<file path="src/rtl/fxp32_pkg.sv">
`default_nettype none
// ============================================================================
//  Module      : fxp32_pkg
//  Description : Shared 32-bit fixed-point constants and types used by the
//                CLA adder and its result-capture stages.
//  Revision    : 1.0 - initial release
// ============================================================================
package fxp32_pkg;

  localparam int FXP32_WIDTH = 32;
  localparam logic [FXP32_WIDTH-1:0] FXP32_MAX = 32'h7FFF_FFFF;
  localparam logic [FXP32_WIDTH-1:0] FXP32_MIN = 32'h8000_0000;

  // One buffered result: saturated sum plus the raw adder overflow flag.
  typedef struct packed {
    logic [FXP32_WIDTH-1:0] data;
    logic                   ovf;
  } fxp32_entry_t;

endpackage : fxp32_pkg
`default_nettype wire

</file>
<file path="src/rtl/fxp32_sat.sv">
`default_nettype none
// ============================================================================
//  Module      : fxp32_sat
//  Description : Combinational signed 32-bit saturation of an adder result.
//                An overflowed sum has the wrong sign bit, so a negative
//                wrapped value clamps to MAX and a positive one to MIN.
//  Revision    : 1.0 - initial release
// ============================================================================
module fxp32_sat
  import fxp32_pkg::*;
(
  input  logic [FXP32_WIDTH-1:0] sum,
  input  logic                   ovf,
  input  logic                   en,
  output logic [FXP32_WIDTH-1:0] sat_sum
);

  // Clamp toward the limit implied by the (wrapped) sign bit.
  always_comb begin
    sat_sum = sum;
    if (en && ovf) begin
      sat_sum = sum[FXP32_WIDTH-1] ? FXP32_MAX : FXP32_MIN;
    end
  end

endmodule : fxp32_sat
`default_nettype wire

</file>
<file path="src/rtl/fxp32_sum_sink.sv">
`default_nettype none
// ============================================================================
//  Module      : fxp32_sum_sink
//  Description : Captures results of the non-stallable pipelined adder one
//                cycle after issue, saturates overflowed sums, buffers them
//                in a small FIFO with valid/ready output and counts overflow
//                events. Issue is throttled by a register-only credit check.
//  Revision    : 1.0 - initial release
// ============================================================================
module fxp32_sum_sink
  import fxp32_pkg::*;
#(
  parameter int DEPTH  = 4,
  parameter bit SAT_EN = 1'b1,
  parameter int CNT_W  = 16
) (
  input  logic                   clk,
  input  logic                   rst,
  input  logic                   issue_valid,
  output logic                   issue_ready,
  input  logic [FXP32_WIDTH-1:0] sum_in,
  input  logic                   ovf_in,
  output logic                   out_valid,
  input  logic                   out_ready,
  output logic [FXP32_WIDTH-1:0] out_data,
  output logic                   out_ovf,
  output logic [CNT_W-1:0]       ovf_count,
  input  logic                   clr_count
);

  localparam int PTR_W = $clog2(DEPTH);
  // One extra bit so occupancy can reach DEPTH and count+pend never wraps.
  localparam int OCC_W = PTR_W + 1;
  localparam logic [OCC_W-1:0] DEPTH_OCC = OCC_W'(DEPTH);

  logic               pend_q,      pend_d;
  logic [PTR_W-1:0]   wr_ptr_q,    wr_ptr_d;
  logic [PTR_W-1:0]   rd_ptr_q,    rd_ptr_d;
  logic [OCC_W-1:0]   count_q,     count_d;
  logic [CNT_W-1:0]   ovf_count_q, ovf_count_d;
  fxp32_entry_t       mem_q [DEPTH];

  fxp32_entry_t       entry_d;
  fxp32_entry_t       head;
  logic [FXP32_WIDTH-1:0] sat_sum;
  logic               wr_en;
  logic               pop;

  fxp32_sat u_sat (
    .sum     (sum_in),
    .ovf     (ovf_in),
    .en      (SAT_EN),
    .sat_sum (sat_sum)
  );

  // Output decode, credit and next-state for pointers/counters.
  always_comb begin
    wr_en        = pend_q;
    out_valid    = (count_q != '0);
    pop          = out_valid & out_ready;
    head         = mem_q[rd_ptr_q];
    out_data     = out_valid ? head.data : '0;
    out_ovf      = out_valid ? head.ovf  : 1'b0;
    // Credit reserves a slot for the result still inside the adder.
    issue_ready  = (count_q + OCC_W'(pend_q)) < DEPTH_OCC;
    ovf_count    = ovf_count_q;

    entry_d.data = sat_sum;
    entry_d.ovf  = ovf_in;

    pend_d       = issue_valid & issue_ready;
    wr_ptr_d     = wr_en ? wr_ptr_q + PTR_W'(1) : wr_ptr_q;
    rd_ptr_d     = pop   ? rd_ptr_q + PTR_W'(1) : rd_ptr_q;

    count_d      = count_q;
    case ({wr_en, pop})
      2'b10:   count_d = count_q + OCC_W'(1);
      2'b01:   count_d = count_q - OCC_W'(1);
      default: count_d = count_q;
    endcase

    ovf_count_d  = ovf_count_q;
    if (clr_count) begin
      ovf_count_d = '0;
    end else if (wr_en && ovf_in && (ovf_count_q != '1)) begin
      ovf_count_d = ovf_count_q + CNT_W'(1);
    end
  end

  // Control state; cleared asynchronously so in-flight and buffered results are dropped.
  always_ff @(posedge clk or posedge rst) begin
    if (rst) begin
      pend_q      <= 1'b0;
      wr_ptr_q    <= '0;
      rd_ptr_q    <= '0;
      count_q     <= '0;
      ovf_count_q <= '0;
    end else begin
      pend_q      <= pend_d;
      wr_ptr_q    <= wr_ptr_d;
      rd_ptr_q    <= rd_ptr_d;
      count_q     <= count_d;
      ovf_count_q <= ovf_count_d;
    end
  end

  // FIFO storage is not reset; occupancy gates everything read from it.
  always_ff @(posedge clk) begin
    if (wr_en) begin
      mem_q[wr_ptr_q] <= entry_d;
    end
  end

endmodule : fxp32_sum_sink
`default_nettype wire

</file>
<file path="config.mk">
export PLATFORM = sky130hd
export DESIGN_NAME = fxp32_sum_sink
export DESIGN_NICKNAME = d
export VERILOG_FILES = /design/src/rtl/fxp32_pkg.sv /design/src/rtl/fxp32_sat.sv /design/src/rtl/fxp32_sum_sink.sv
export SDC_FILE = /design/constraint.sdc
export NUM_CORES = 1
export LEC_CHECK = 0
export ABC_AREA = 1
export BUFFER_PORTS_ARGS = -buffer_cell sky130_fd_sc_hd__clkbuf_2
export CORE_ASPECT_RATIO = 1.5
export CORE_MARGIN = 1
export CORE_UTILIZATION = 40
export DETAILED_ROUTE_END_ITERATION = 10
export SETUP_SLACK_MARGIN = 0.1
export SYNTH_ARGS = -nofsm -noshare
export SYNTH_HDL_FRONTEND = slang
export SYNTH_SLANG_ARGS = --single-unit
</file>
<file path="constraint.sdc">
create_clock -name clk -period 2.54 [get_ports clk]
set_input_delay 0.508 -clock clk [delete_from_list [all_inputs] [get_ports clk]]
set_output_delay 0.508 -clock clk [all_outputs]
set_load 0.01 [all_outputs]
</file>
==> results <==
- The run finished with clean final reports.
- After Yosys synthesis, and, or, nand and nor cells account for between 10% and 20% of the synthesized area.
- The yosys synthesis warning count is 0.
- Buffers inserted during clock tree synthesis total 17.
- Max-cap violations in this run came to 0.
- The non-filler instance count after layout is between 900 and 1000.
- The clock sink total is approximately 160.
- Of the post-synthesis cell area, the part taken by muxes is 0%.
- 0 antenna diodes ended up in the layout.
- Counting tap cells, the placed design contains a total of between 900 and 1000 instances.
- The share of synthesized area occupied by flip-flops and latches is 66.6%.
- Buffers placed on the I/O ports in this run total approximately 90.
- STA classifies the critical path startpoint as a flip-flop.
- The worst pin sits at a relative slew slack of between 50% and 60%.
- STA classifies the critical path endpoint as an output pin.
- TritonCTS built the clock tree.
- The cell area power density is roughly 1100 nW/um^2.
- Counting flops and latches in the post-synthesis netlist gives between 150 and 200.
- In the routed design, unresolved DRC markers number 0.
- Summing the areas of all compound-gate instances in the mapped netlist gives around a tenth of the synthesized area.
- The later pin in the worst-skew pair is clocked with a latency of roughly 0.42 ns.
- The die is approximately 160 microns tall.
- The top cell types in the final layout, fill and taps aside, are nor2_1, edfxtp_1, o21ai_0.
- The final routed wirelength across all metal layers is roughly 16000 microns.
- Along the worst path, the maximum fanout reaches 32.
- The area growth from synthesis to final layout is 19.3%.
- The average size of a mapped cell is ~10 sq um.
- The worst path in the final design needs a cycle of between 2 and 2.5 ns, including I/O delays and setup.
- Setup repair after global routing could not meet its margin everywhere.
- The floorplan die area is approximately 18000 sq um.
- Synthesis produced a netlist whose cell count is between 600 and 700.
- The initial antenna violation count is 0.
- The wire length of the first global-routing pass is ~25000 microns.
- The synthesized net count is roughly 700.
- Timing would allow up to approximately 430 MHz.
- Measured along the x axis, the die boundary spans 109 microns.
- The placeable core region is 16800 sq um.
- The I/O pin count is 89.
- After the first detailed-routing iteration, the DRC count stood at roughly 330.
- The start point of the critical path is rd_ptr_q[0].
- Across the VDD grid, the largest voltage drop is ~0.00048 V.
- The global router's overall resource usage is a little under a fifth.
- The first TritonRoute pass finished after 4 iterations.
- The number of distinct library cells after synthesis is 29.
- The detailed placer's ending HPWL is approximately 9700 microns.
- Cells with a size suffix above 1 make up approximately 20% of the layout.
- The worst setup path is of the reg -> out kind.
- In this run the static leakage power is 3.28 nW.
- The number of nets with antenna violations after routing is 0.
- The share of the core filled with cells is between 40% and 50%.
- By area, the combinational part of the netlist is dominated by simple AND/OR/NAND/NOR gates.
- The adder and majority cell fraction of the synthesized area is 1.39%.
- The worst path uses between 90 and 100% of the clock period.
- Leaving out fill and tap cells, the most frequent cell in the layout is nor2_1.
- For the final database, setup skew stands at 0.00825 ns.
- For this run, the leading register cell type out of synthesis is edfxtp_1.
- The number of vias per cell is roughly 5.1.
- The path type of the worst min-delay path is in -> async.
- Counting flops with a built-in enable in the synthesized netlist gives between 100 and 150.
- The required time of the worst setup path is ~2.0 ns.
- The H-tree was split into 4 levels.
- The largest net degree at the start of global routing is 37.
- The cell area that synthesis handed to floorplanning was slightly below 7000 sq um.
- Counting along the longest clock path gives a buffer depth of 2.
- In this run the clock root is driven by a clkbuf_16.
- In this run, post-CTS hold repair placed 0 buffers.
- The slew at the pin closest to its max-slew limit is approximately 0.66 ns.
- The synthesized netlist devotes ~1.4% of its cell area to XOR and XNOR gates.
- The final-report max-slew violation count is 0.
- Summing over every cut layer, the via total after detailed routing is approximately 5000.
- The number of global-route vias before repair is around 5000.
- The number of placement rows is 58.
- The effective utilization at floorplan is 40.9%.
- The remaining global-route overflow is 0.
- The final net count is 795.
- Adding up every negative setup slack in the final design gives 0 ns.
- Dividing the detail-routed wire length by the instance count gives about 16 microns.
- The hold violation total from the final report is 0.
- The worst slack at placement is 0.482 ns.
- Of all flip-flops after synthesis, the portion carrying an async set or reset was ~15%.
- Routability-driven placement finished with a final weighted congestion of ~0.85.
- Setup violations remaining at the end of the flow were counted as 0.
- The startpoint identified for the worst register-to-register timing path is count_q[0].
- The final setup slack of the worst path is ~0.19 ns.
- The clock transition at the register clock pins on the worst setup and hold paths after CTS is around 0.060 ns.
- For the worst setup path, the data arrival time is between 1.5 and 2 ns.
where the power goes:
group | switching [mW] | leakage, nW | internal (mW)
logic | 2.05 | 1.48 | 1.08
registers | 0.155 | 1.52 | 3.24
clock network | 1.08 | 0.271 | 1.39
synth_stat cells, drive strengths merged, types with 2 or more instances:
| master | n | area (sq um) |
|---|---|---|
| nand4 | 8 | 50.1 |
| o21ai | 103 | 519 |
| nor2 | 153 | 594 |
| dfrtp | 24 | 601 |
| nand3 | 14 | 70.1 |
| edfxtp | 132 | 3960 |
| clkbuf | 25 | 93.8 |
| inv | 59 | 224 |
| or2 | 2 | 12.5 |
| a21oi | 38 | 190 |
| nor3 | 2 | 15.0 |
| ha | 6 | 75.1 |
| xnor2 | 2 | 17.5 |
| buf | 10 | 55.1 |
| nand2 | 64 | 245 |
| o21bai | 2 | 15.0 |
| xor2 | 9 | 78.8 |
path summary, 6_finish.rpt:
| check | slack, ns | to | depth (start not counted) |
|---|---|---|---|
| worst max-delay path | 0.19 | out_data[27] | 6 |
| worst max register to register | 0.46 | count_q[2] | 9 |
| max in group asynchronous | 1.86 | ovf_count[12] | 3 |
| min in group clk | 0.28 | pend_q | 3 |
| worst min-delay path | 0.1 | pend_q | 2 |
| worst min register to register | 0.55 | wr_ptr_q[0] | 1 |
critical path: stages, from the launching register on:
cell and delay [ns]:
dfrtp_2 0.39, buf_4 0.33, nor2_1 0.09, nor2_1 0.08, o21ai_0 0.08, a21oi_1 0.26
clkbuf_2 0.18
state kept, by name, summed over array words and instances (netlist names):
name,cells
mem_q,132
ovf_count,16
count_q,3
rd_ptr_q,2
wr_ptr_q,2
pend_q,1
cell families after synthesis:
family,after synthesis
buffers and inverters,95
adders and majority gates,7
xor gates and xnor gates,11
AOI/OAI and AO/OA,144
and+or+nand+nor,243
DFF,156
layout make-up:
type                            instances  area, sq um
Timing Repair Buffer                  110          622
Clock buffer                           18          429
Tap cell                              210          263
Multi-Input combinational cell        405         1920
Inverter                               60          229
Sequential cell                       156         4570
Clock inverter                         14          151
Fill cell                            1500         8590
timing repair:
| action | in CTS | in global routing |
|---|---|---|
| endpoints found under the setup margin | 0 | 7 |
| gates resized for setup | 0 | 2 |
| buffers inserted | 0 | 0 |
metrics by stage:
| step | power (mW) | cell area [sq um] | hold slack [ns] |
|---|---|---|---|
| after floorplan | 5.34 | 6850 | 0.494 |
| after detailed placement | 6.60 | 7590 | 0.524 |
| after CTS | 9.06 | 8170 | 0.121 |
| after global placement | 6.54 | 7590 | 0.523 |
| final | 8.98 | 8180 | 0.0981 |
| after global routing | 9.51 | 8180 | 0.147 |
routing by layer:
metal | vias to the layer above | track usage, % | part of all wire [%]
li1 | 2397 | - | -
met1 | 2386 | 22.2 | 40
met2 | 142 | 32.6 | 52
met3 | 29 | 4.49 | 5.3
met4 | 0 | 7.37 | 2.4
met5 | - | 0 | 0
Power figures use the tool's default switching activity.
